`config.mk`:
```
export PLATFORM = sky130hd
export DESIGN_NAME = shift8_ctrl
export DESIGN_NICKNAME = d
export VERILOG_FILES = /design/src/rtl/shift8_ctrl.sv
export SDC_FILE = /design/constraint.sdc
export NUM_CORES = 1
export LEC_CHECK = 0
export BUFFER_PORTS_ARGS = -buffer_cell sky130_fd_sc_hd__buf_2
export CORE_MARGIN = 10
export CORE_UTILIZATION = 40
export DETAILED_ROUTE_END_ITERATION = 7
export PLACE_DENSITY = 0.69
export SETUP_SLACK_MARGIN = 0.4
export SYNTH_ARGS = -nofsm -noshare
export SYNTH_HDL_FRONTEND = slang
export SYNTH_SLANG_ARGS = --single-unit
```
`constraint.sdc`:
```
create_clock -name clk -period 1.5 [get_ports clk]
set_input_delay 0.225 -clock clk [delete_from_list [all_inputs] [get_ports clk]]
set_output_delay 0.225 -clock clk [all_outputs]
set_load 0.02 [all_outputs]
```
`src/rtl/shift8_ctrl.sv`:
```
// Multi-cycle 8-bit shifter: one 1-bit step of the latched op per clock, Moore FSM IDLE/SHIFT/DONE.
// A companion checker module holds the protocol assertions.
module shift8_ctrl (
    input  logic       clk,
    input  logic       reset_n,
    input  logic       start,
    input  logic [1:0] op,
    input  logic [2:0] amount,
    input  logic [7:0] d_in,
    output logic [7:0] q,
    output logic       busy,
    output logic       done
);

    typedef enum logic [1:0] {
        IDLE  = 2'd0,
        SHIFT = 2'd1,
        DONE  = 2'd2
    } state_t;

    localparam logic [1:0] OP_LSL = 2'd0;
    localparam logic [1:0] OP_LSR = 2'd1;
    localparam logic [1:0] OP_ASR = 2'd2;
    localparam logic [1:0] OP_ROR = 2'd3;

    state_t      state_r;
    state_t      state_next_s;
    logic [7:0]  q_r;
    logic [7:0]  q_next_s;
    logic [2:0]  cnt_r;
    logic [2:0]  cnt_next_s;
    logic [1:0]  op_r;
    logic [1:0]  op_next_s;
    logic        busy_s;
    logic        done_s;

    function automatic logic [7:0] shift_step(input logic [7:0] v, input logic [1:0] kind);
        logic [7:0] r;
        case (kind)
            OP_LSL:  r = {v[6:0], 1'b0};
            OP_LSR:  r = {1'b0, v[7:1]};
            OP_ASR:  r = {v[7], v[7:1]};
            OP_ROR:  r = {v[0], v[7:1]};
            default: r = v;
        endcase
        return r;
    endfunction

    // State and datapath registers
    always_ff @(posedge clk or negedge reset_n) begin
        if (!reset_n) begin
            state_r <= IDLE;
            q_r     <= 8'h00;
            cnt_r   <= 3'd0;
            op_r    <= 2'd0;
        end else begin
            state_r <= state_next_s;
            q_r     <= q_next_s;
            cnt_r   <= cnt_next_s;
            op_r    <= op_next_s;
        end
    end

    // Next-state logic; the unused encoding falls back to IDLE
    always_comb begin
        state_next_s = state_r;
        case (state_r)
            IDLE: begin
                if (start) begin
                    state_next_s = (amount != 3'd0) ? SHIFT : DONE;
                end else begin
                    state_next_s = IDLE;
                end
            end
            SHIFT: begin
                if (cnt_r == 3'd1) begin
                    state_next_s = DONE;
                end else begin
                    state_next_s = SHIFT;
                end
            end
            DONE:    state_next_s = IDLE;
            default: state_next_s = IDLE;
        endcase
    end

    // Datapath next values: inputs are only looked at when a start is accepted in IDLE
    always_comb begin
        q_next_s   = q_r;
        cnt_next_s = cnt_r;
        op_next_s  = op_r;
        case (state_r)
            IDLE: begin
                if (start) begin
                    q_next_s   = d_in;
                    cnt_next_s = amount;
                    op_next_s  = op;
                end else begin
                    q_next_s   = q_r;
                end
            end
            SHIFT: begin
                q_next_s   = shift_step(q_r, op_r);
                cnt_next_s = cnt_r - 3'd1;
            end
            DONE:    q_next_s = q_r;
            default: q_next_s = q_r;
        endcase
    end

    // Moore output decode
    always_comb begin
        busy_s = 1'b0;
        done_s = 1'b0;
        case (state_r)
            SHIFT:   busy_s = 1'b1;
            DONE:    done_s = 1'b1;
            default: begin
                busy_s = 1'b0;
                done_s = 1'b0;
            end
        endcase
    end

    assign q    = q_r;
    assign busy = busy_s;
    assign done = done_s;

    shift8_ctrl_chk u_chk (
        .clk     (clk),
        .reset_n (reset_n),
        .busy    (busy_s),
        .done    (done_s),
        .cnt     (cnt_r)
    );

endmodule

// Protocol assertions for shift8_ctrl.
module shift8_ctrl_chk (
    input logic       clk,
    input logic       reset_n,
    input logic       busy,
    input logic       done,
    input logic [2:0] cnt
);

    a_busy_done_excl: assert property (@(posedge clk) disable iff (!reset_n) !(busy && done));

    // While stepping the counter never reaches zero, it leaves SHIFT on the step from 1
    a_cnt_nonzero: assert property (@(posedge clk) disable iff (!reset_n) busy |-> (cnt != 3'd0));

    a_done_single: assert property (@(posedge clk) disable iff (!reset_n) done |=> !done);

endmodule

```
==> results.sh, run 1 <==
export IMPL_grt_pass1_vias=1003
export IMPL_skew_ps=10.3
export IMPL_final_nets=161
export IMPL_synth_top_family_by_area="compound AO/OA/AOI/OAI gates"
export IMPL_ys_seq_elements=15
export IMPL_rsz0062_at_grt="yes"
export IMPL_cts_sinks=15
export IMPL_ys_types=30
export IMPL_power_frac_clock_pct=6.5
export IMPL_htree_levels=1
export IMPL_synth_fa_ha_area_share_pct=2.82
export IMPL_yosys_area_top_type="dfrtp_1"
export IMPL_worstSetupPathType="reg -> reg"
export IMPL_synthTopCellsByArea="dfrtp_1 42%, mux2i_1 7.9%, a221oi_1 5.9%, o22ai_1 4.9%, nor2_1 4.7%"
export IMPL_core_area_sq_um=2040
export IMPL_cts_root_buf="clkbuf_4"
export IMPL_max_cap_violations=0
export IMPL_reg2regPathDepth=4
export IMPL_drv_slew=0
export IMPL_viasPerCell=5.80
export IMPL_row_count=16
export IMPL_netlist_area_sq_um=887
export IMPL_slew_headroom_pct=75.4
export IMPL_vias=980
export IMPL_synth_xor_area_share_pct=0
export IMPL_finalHoldViolCount=0
export IMPL_hold_ws_ps=168
export IMPL_period_minus_slack_ps=1350
export IMPL_synth_top_area_share_pct=42.3
export IMPL_setup_viol=0
export IMPL_wire_per_inst_um=21.7
export IMPL_power_report_internal_total_uw=2130
export IMPL_synthSimpleGateAreaFrac_pct=13.0
export IMPL_drt_iter0_markers=51
export IMPL_hp_class="in -> reg"
export IMPL_cp_end_kind="register"
export IMPL_syn_inst=88
export IMPL_ys_warn_count=0
export IMPL_period_share_pct=90.2
export IMPL_first_pass_iters=4
export IMPL_status="finished, final reports clean"
export IMPL_fp_dieH_um=67.1
export IMPL_grt_usage_pct=13.6
export IMPL_comb_power_share_pct=71.9
export IMPL_antennaDiodeCount=0
export IMPL_place_gp_congestion=0.889
export IMPL_grt_max_degree=16
export IMPL_gr_total_overflow=0
export IMPL_final_util_pct=76.6
export IMPL_p_sw_uw=1610
export IMPL_drt_total_wl_mm=3.67
export IMPL_avgSynthCellArea_sq_um=10.1
export IMPL_die_w_um=67.1
export IMPL_cp_data_arrival_time_ps=1550
export IMPL_dpl_hpwl_mm=1.85
export IMPL_worstMarginPinSlew_ps=366
export IMPL_portBuffers=25
export IMPL_grt_pass1_wl_mm=4.69
export IMPL_cts_buffers=3
export IMPL_p_leak_uw=0.000689
export IMPL_layout_common_cells="18 x buf_2, 17 x buf_4, 16 x buf_6, 11 x dfrtp_1, 9 x nor2_1"
export IMPL_cp_required_ps=1690
export IMPL_drive_gt1_share_pct=64.1
export IMPL_clkTransAtPathRegs_ps=100
export IMPL_ys_seq_area_share_pct=42.3
export IMPL_initial_core_util_pct=43.4
export IMPL_ant_nets=0
export IMPL_remaining_drc_errors=0
export IMPL_synthMuxAreaShare_pct=10.4
export IMPL_dieArea_sq_um=4500
export IMPL_peakVddDrop_v=0.00153
export IMPL_tns_ps=0
export IMPL_fillerInstances=138
export IMPL_grt_antenna_before_repair=0
export IMPL_mostFrequentLayoutCell="buf_2"
export IMPL_holdPathStages=2
export IMPL_max_clock_freq_mhz=739
export IMPL_ctsLongestPathBuffers=2
export IMPL_p_sw_share_pct=43.0
export IMPL_syn_nets=106
export IMPL_synth_compound_area_share_pct=25.8
export IMPL_area_delta_synth_final_pct=76.3
export IMPL_power_per_cell_area_nw_per_um2=2390
export IMPL_crit_fanout=6
export IMPL_start_kind="register"
export IMPL_clk_latency_ps=300
export IMPL_cts_tree="done"
export IMPL_io_pins=26
export IMPL_seqPwrFrac_pct=21.6
[flip-flops by register name, indices dropped and copies added (netlist names)]
signal	flops
cnt_r	3
op_r	2
q	8
state_r	2
[layer usage]
metal	GRT usage (%)	vias to the layer above	part of all wire [%]
met3	3.85	10	5.4
li1	-	442	-
met5	0	-	0
met4	5.38	0	3.1
met1	14.7	488	39
met2	24.2	40	52
[critical path: stages, from the launching register on]
cell and delay (ps):
dfrtp_2 470, nand2b_4 230, buf_8 150, o22ai_1 90, a221oi_2 300
[stage by stage]
| stage | total power [uW] | cells | worst slack [ps] | area [sq um] |
|---|---|---|---|---|
| global placement | 2160 | 142 | 140 | 1080 |
| detailed placement | 2200 | 142 | 99.3 | 1080 |
| floorplan | 1770 | 88 | 333 | 905 |
| finish | 3730 | 169 | 147 | 1560 |
| global route | 3890 | 169 | 132 | 1560 |
| CTS | 3220 | 167 | 238 | 1420 |
[what timing repair did]
action                     4_1_cts  5_1_grt
hold endpoints to repair        15        0
pin swaps                       12       10
hold buffers                     1        0
setup endpoints to repair       22       22
gates resized for setup         38       31
setup buffers                   20        2
[worst paths after layout]
check                           startpoint  endpoint  slack, ps
worst max-delay path            state_r[1]      q[5]        150
worst min-delay path                 op[1]   op_r[1]        170
worst max register to register  state_r[1]      q[5]        150
worst min register to register     op_r[1]   op_r[1]        630
max in group asynchronous          reset_n      q[0]        850
min in group asynchronous          reset_n      q[3]        360
[area by class of cell]
| cell class | instances | area, sq um | share of cell area (%) |
|---|---|---|---|
| Clock buffer | 4 | 26.3 | 1.68 |
| Inverter | 6 | 27.5 | 1.76 |
| Multi-Input combinational cell | 62 | 638 | 40.8 |
| Sequential cell | 15 | 380 | 24.3 |
| Tap cell | 27 | 33.8 | 2.16 |
| Timing Repair Buffer | 55 | 458 | 29.3 |
[cell families (layout without fill, tap and decap cells)]
logic type      count (synthesis)  after routing
mux                             9              9
flops                          15             15
fa+ha+maj                       2              2
simple gates                   21             21
compound gates                 30             30
buf+inv                        11             65
[synthesized netlist by cell type (all sizes together)]
library cell	number
o22a	1
o21ai	4
o21bai	1
a2111oi	1
inv	6
nand3b	1
ha	2
o31a	1
o22ai	7
o41ai	1
nand2b	2
and3	1
nor2	12
a21oi	4
o221a	1
a21o	1
a22o	1
and3b	2
mux2i	7
a221oi	6
a32oi	1
nor2b	2
dfrtp	15
nor3	1
mux2	2
buf	5
[power groups by stage]
stage,registers (uW),clock network [uW],logic [uW]
after floorplan,901,0,870
after global placement,838,0,1320
after detailed placement,848,0,1350
after CTS,777,241,2200
after global routing,829,266,2800
final,807,244,2680
No activity file was read; power rests on OpenSTA's default activity.
==> run 2: changes to the inputs <==
--- a/config.mk
+++ b/config.mk
@@ -5,6 +5,7 @@
 export SDC_FILE = /design/constraint.sdc
 export NUM_CORES = 1
 export LEC_CHECK = 0
+export ABC_CLOCK_PERIOD_IN_PS = 1390
 export BUFFER_PORTS_ARGS = -buffer_cell sky130_fd_sc_hd__buf_2
 export CORE_MARGIN = 10
 export CORE_UTILIZATION = 40
==> constraint.sdc (replaced) <==
create_clock -name clk -period 1.39 [get_ports clk]
set_input_delay 0.2085 -clock clk [delete_from_list [all_inputs] [get_ports clk]]
set_output_delay 0.2085 -clock clk [all_outputs]
set_load 0.02 [all_outputs]
==> results.sh, run 2 (same netlist as run 1, synthesis figures left out) <==
export IMPL_status="complete, but fails checks"
export IMPL_violations="setup timing"
export IMPL_period_share_pct=101
export IMPL_worstMarginPinSlew_ps=347
export IMPL_max_cap_violations=0
export IMPL_power_frac_clock_pct=6.3
export IMPL_dpl_hpwl_mm=1.87
export IMPL_tns_ps=-13.7
export IMPL_drt_iter0_markers=52
export IMPL_drt_total_wl_mm=3.56
export IMPL_fp_dieH_um=67.1
export IMPL_slew_headroom_pct=76.8
export IMPL_critPathMostFrequentCell="buf_6"
export IMPL_comb_power_share_pct=71.6
export IMPL_viasPerCell=6.04
export IMPL_start_kind="register"
export IMPL_vias=1032
export IMPL_layout_common_cells="22 x buf_6, 18 x buf_4, 15 x buf_2, 11 x dfrtp_1, 9 x nor2_1"
export IMPL_p_sw_share_pct=42.2
export IMPL_cp_slowest_cell="dfrtp_1"
export IMPL_core_area_sq_um=2040
export IMPL_crit_chain="buf_6 -> nor2b_4 -> buf_6 -> buf_6"
export IMPL_htree_levels=1
export IMPL_power_report_internal_total_uw=2320
export IMPL_cp_required_ps=1180
export IMPL_final_nets=163
export IMPL_max_clock_freq_mhz=712
export IMPL_cp_data_arrival_time_ps=1200
export IMPL_worstSetupPathType="reg -> out"
export IMPL_period_minus_slack_ps=1400
export IMPL_worstSetupStartpoint="state_r[1]"
export IMPL_gr_total_overflow=0
export IMPL_cts_sinks=15
export IMPL_die_w_um=67.1
export IMPL_grt_pass1_vias=998
export IMPL_hold_ws_ps=153
export IMPL_endpoint="busy"
export IMPL_seqPwrFrac_pct=22.2
export IMPL_setup_viol=1
export IMPL_r2r_start="state_r[1]"
export IMPL_cp_end_kind="output port"
export IMPL_ant_nets=0
export IMPL_dieArea_sq_um=4500
export IMPL_place_gp_congestion=0.786
export IMPL_initial_core_util_pct=43.4
export IMPL_wire_per_inst_um=20.8
export IMPL_portBuffers=25
export IMPL_clkTransAtPathRegs_ps=90
export IMPL_antennaDiodeCount=0
export IMPL_mostFrequentLayoutCell="buf_6"
export IMPL_reg2reg_slack_ps=10
export IMPL_cts_root_buf="clkbuf_4"
export IMPL_remaining_drc_errors=0
export IMPL_grt_pass1_wl_mm=4.82
export IMPL_cts_tree="done"
export IMPL_final_cells=171
export IMPL_drv_slew=0
export IMPL_p_sw_uw=1690
export IMPL_area_delta_synth_final_pct=79.5
export IMPL_layout_setup_ws_ps=-13.7
export IMPL_critical_path_max_stage_delay_ps=410
export IMPL_rsz0062_at_grt="yes"
export IMPL_grt_max_degree=16
export IMPL_hp_class="in -> reg"
export IMPL_ctsLongestPathBuffers=2
export IMPL_crit_fanout=3
export IMPL_dp_cells=146
export IMPL_largest_register_ffs=8
export IMPL_drive_gt1_share_pct=66.7
export IMPL_fillerInstances=132
export IMPL_rr_endpoint="q[7]"
export IMPL_first_pass_iters=4
export IMPL_p_leak_uw=0.000725
export IMPL_reg2regPathDepth=6
export IMPL_power_per_cell_area_nw_per_um2=2520
export IMPL_io_pins=26
export IMPL_row_count=16
export IMPL_grt_usage_pct=13.9
export IMPL_final_util_pct=78.0
export IMPL_seqCellArea_sq_um=380
export IMPL_grt_antenna_before_repair=0
export IMPL_multi_input_area_sq_um=638
export IMPL_finalHoldViolCount=0
export IMPL_cts_buffers=3
export IMPL_peakVddDrop_v=0.00157
export IMPL_skew_ps=4.20
export IMPL_clk_latency_ps=290
## run 2: cell count changes in the layout (fill, tap and decap cells not counted), sizes merged
cell	previous run	this run
clkinvlp	0	1
inv	6	5
buf	54	56
## run 2: worst min-delay path by stage
stage / slack (ps) / to / depth (start not counted) / startpoint
finish: 150 / op_r[0] / 2 / op[0]
global route: 150 / op_r[0] / 2 / op[0]
CTS: 150 / op_r[0] / 2 / op[0]
detailed placement: 130 / state_r[0] / 1 / reset_n
global placement: 130 / cnt_r[1] / 1 / reset_n
floorplan: -90 / cnt_r[0] / 0 / reset_n
## run 2: power groups by stage
stage	registers [uW]	logic [uW]	clock network, uW
2_1_floorplan	978	940	0
3_3_place_gp	888	1500	0
3_5_place_dp	899	1540	0
4_1_cts	877	2500	250
5_1_grt	920	2980	279
6_report	890	2870	251
## run 2: per-layer routing
metal	GRT usage [%]	vias to the layer above	part of all wire, %
li1	-	451	-
met4	3.85	0	3.4
met3	4.68	22	6.6
met5	0	-	0
met1	14.9	504	40
met2	25.1	55	50
## run 2: layout make-up
class | count | share of cell area, %
Tap cell | 27 | 2.12
Multi-Input combinational cell | 62 | 40.1
Timing Repair Buffer | 57 | 30.6
Clock buffer | 4 | 1.65
Sequential cell | 15 | 23.9
Inverter | 6 | 1.65
## run 2: critical path: cells and delay by family (launching register included)
kind                   cells  cell delay (ps)
buffers and inverters      3              370
AND/OR/NAND/NOR            1              130
flip-flops                 1              410
## run 2: stage by stage
step	area, sq um	worst slack [ps]	total power (uW)
4_1_cts	1490	41.3	3620
6_report	1590	-13.7	4010
3_5_place_dp	1110	141	2440
5_1_grt	1590	-53.1	4180
3_3_place_gp	1110	171	2380
2_1_floorplan	905	223	1920
## run 2: timing repair
| action | CTS | global route |
|---|---|---|
| hold buffers | 1 | 0 |
| buffers inserted | 15 | 5 |
| resized for setup | 57 | 13 |
| endpoints found under the hold margin | 15 | 0 |
| setup endpoints to repair | 25 | 25 |
| pin swaps | 11 | 7 |
==> run 3: changes to the inputs <==
--- a/config.mk
+++ b/config.mk
@@ -10,7 +10,7 @@
 export CORE_MARGIN = 10
 export CORE_UTILIZATION = 40
 export DETAILED_ROUTE_END_ITERATION = 7
-export PLACE_DENSITY = 0.69
+export PLACE_DENSITY = 0.72
 export SETUP_SLACK_MARGIN = 0.4
 export SYNTH_ARGS = -nofsm -noshare
 export SYNTH_HDL_FRONTEND = slang
==> results.sh, run 3 (same netlist as run 1, synthesis figures left out) <==
export IMPL_drv_slew=0
export IMPL_cp_slowest_cell="dfrtp_1"
export IMPL_post_dp_cell_area_sq_um=1090
export IMPL_final_util_pct=75.0
export IMPL_peakVddDrop_v=0.00150
export IMPL_grt_usage_pct=12.8
export IMPL_hp_class="in -> reg"
export IMPL_crit_fanout=4
export IMPL_setup_viol=0
export IMPL_ant_nets=0
export IMPL_grt_pass1_wl_mm=4.43
export IMPL_drive_gt1_share_pct=65.7
export IMPL_reg2regPathDepth=5
export IMPL_critical_path_max_stage_delay_ps=400
export IMPL_core_area_sq_um=2040
export IMPL_min_from="op[1]"
export IMPL_grt_max_degree=16
export IMPL_antennaDiodeCount=0
export IMPL_worstMarginPinSlew_ps=353
export IMPL_p_sw_share_pct=41.9
export IMPL_rr_endpoint="op_r[0]"
export IMPL_rsz0062_at_grt="yes"
export IMPL_finalHoldViolCount=0
export IMPL_initial_core_util_pct=43.4
export IMPL_dieArea_sq_um=4500
export IMPL_wire_per_inst_um=19.3
export IMPL_htree_levels=1
export IMPL_fin_area_sq_um=1530
export IMPL_power_frac_clock_pct=6.7
export IMPL_dpl_hpwl_mm=1.81
export IMPL_cp_data_arrival_time_ps=1540
export IMPL_clk_latency_ps=290
export IMPL_cp_required_ps=1570
export IMPL_power_per_cell_area_nw_per_um2=2450
export IMPL_portBuffers=25
export IMPL_status="finished, final reports clean"
export IMPL_endpoint="op_r[0]"
export IMPL_max_cap_violations=0
export IMPL_area_delta_synth_final_pct=72.6
export IMPL_row_count=16
export IMPL_cts_buffers=3
export IMPL_comb_power_share_pct=69.7
export IMPL_total_power_uw=3750
export IMPL_seqPwrFrac_pct=23.5
export IMPL_cp_end_kind="register"
export IMPL_clkTransAtPathRegs_ps=80
export IMPL_die_w_um=67.1
export IMPL_tns_ps=0
export IMPL_drt_total_wl_mm=3.22
export IMPL_period_minus_slack_ps=1360
export IMPL_fp_dieH_um=67.1
export IMPL_worstSetupPathType="reg -> reg"
export IMPL_skew_ps=3.11
export IMPL_viasPerCell=5.71
export IMPL_cts_root_buf="clkbuf_4"
export IMPL_ctsLongestPathBuffers=2
export IMPL_power_report_internal_total_uw=2180
export IMPL_drt_iter0_markers=22
export IMPL_grt_antenna_before_repair=0
export IMPL_max_clock_freq_mhz=733
export IMPL_first_pass_iters=4
export IMPL_remaining_drc_errors=0
export IMPL_crit_chain="buf_4 -> buf_6 -> nand2b_4 -> nor2_4 -> mux2_4"
export IMPL_p_sw_uw=1570
export IMPL_worstSetupStartpoint="state_r[1]"
export IMPL_p_leak_uw=0.000691
export IMPL_period_share_pct=98.1
export IMPL_place_gp_congestion=0.794
export IMPL_io_pins=26
export IMPL_place_ws_ps=105
export IMPL_r2r_start="state_r[1]"
export IMPL_holdPathStages=2
export IMPL_final_nets=159
export IMPL_slew_headroom_pct=76.5
export IMPL_layout_common_cells="18 x buf_6, 18 x buf_4, 15 x buf_2, 11 x dfrtp_1, 8 x nor2_1"
export IMPL_vias=953
export IMPL_grt_pass1_vias=934
export IMPL_gr_total_overflow=0
export IMPL_cts_sinks=15
export IMPL_cts_tree="done"
export IMPL_layout_setup_ws_ps=26.2
export IMPL_largest_register_ffs=8
export IMPL_reg2reg_slack_ps=30
export IMPL_start_kind="register"
-- run 3: timing repair --
action                                  CTS  global route
endpoints found under the setup margin   25            25
hold endpoints to repair                 15             0
pin swaps                                10             7
buffers inserted                         17             2
gates resized for setup                  40            24
hold buffers                              1             0
-- run 3: critical path, delay by kind of cell, from the launching register on --
kind	cells	cell delay, ps
buf+inv	2	250
flops	1	400
mux	1	310
simple gates	2	290
-- run 3: layout make-up --
class	instances	area [sq um]
multi-input cells	62	622
fillers	134	510
repair buffers	53	443
flip-flops and latches	15	380
well taps	27	33.8
clock buffers	4	26.3
inverters	6	26.3
-- run 3: per-stage QoR --
stage / cells / hold slack (ps)
final: 167 / 151
after detailed placement: 143 / 137
after global placement: 143 / 136
after CTS: 165 / 146
after global routing: 167 / 140
after floorplan: 88 / -87.1
-- run 3: worst min-delay path by stage --
stage / end / slack, ps
after floorplan: cnt_r[0] / -90
after global placement: cnt_r[0] / 140
after detailed placement: cnt_r[0] / 140
after CTS: op_r[0] / 150
after global routing: op_r[1] / 140
final: op_r[1] / 150
-- run 3: per-layer routing --
layer	GRT usage (%)	up-vias	share of wire, %
li1	-	436	-
met1	14.1	456	36
met2	21.4	44	50
met3	5.02	17	7.9
met4	5.38	0	5.3
met5	0	-	0
-- run 3: power by group through the flow --
stage	combinational [uW]	sequential, uW	clock, uW
2_1_floorplan	940	978	0
3_3_place_gp	1440	895	0
3_5_place_dp	1470	909	0
4_1_cts	2240	854	257
5_1_grt	2790	909	285
6_report	2620	882	253
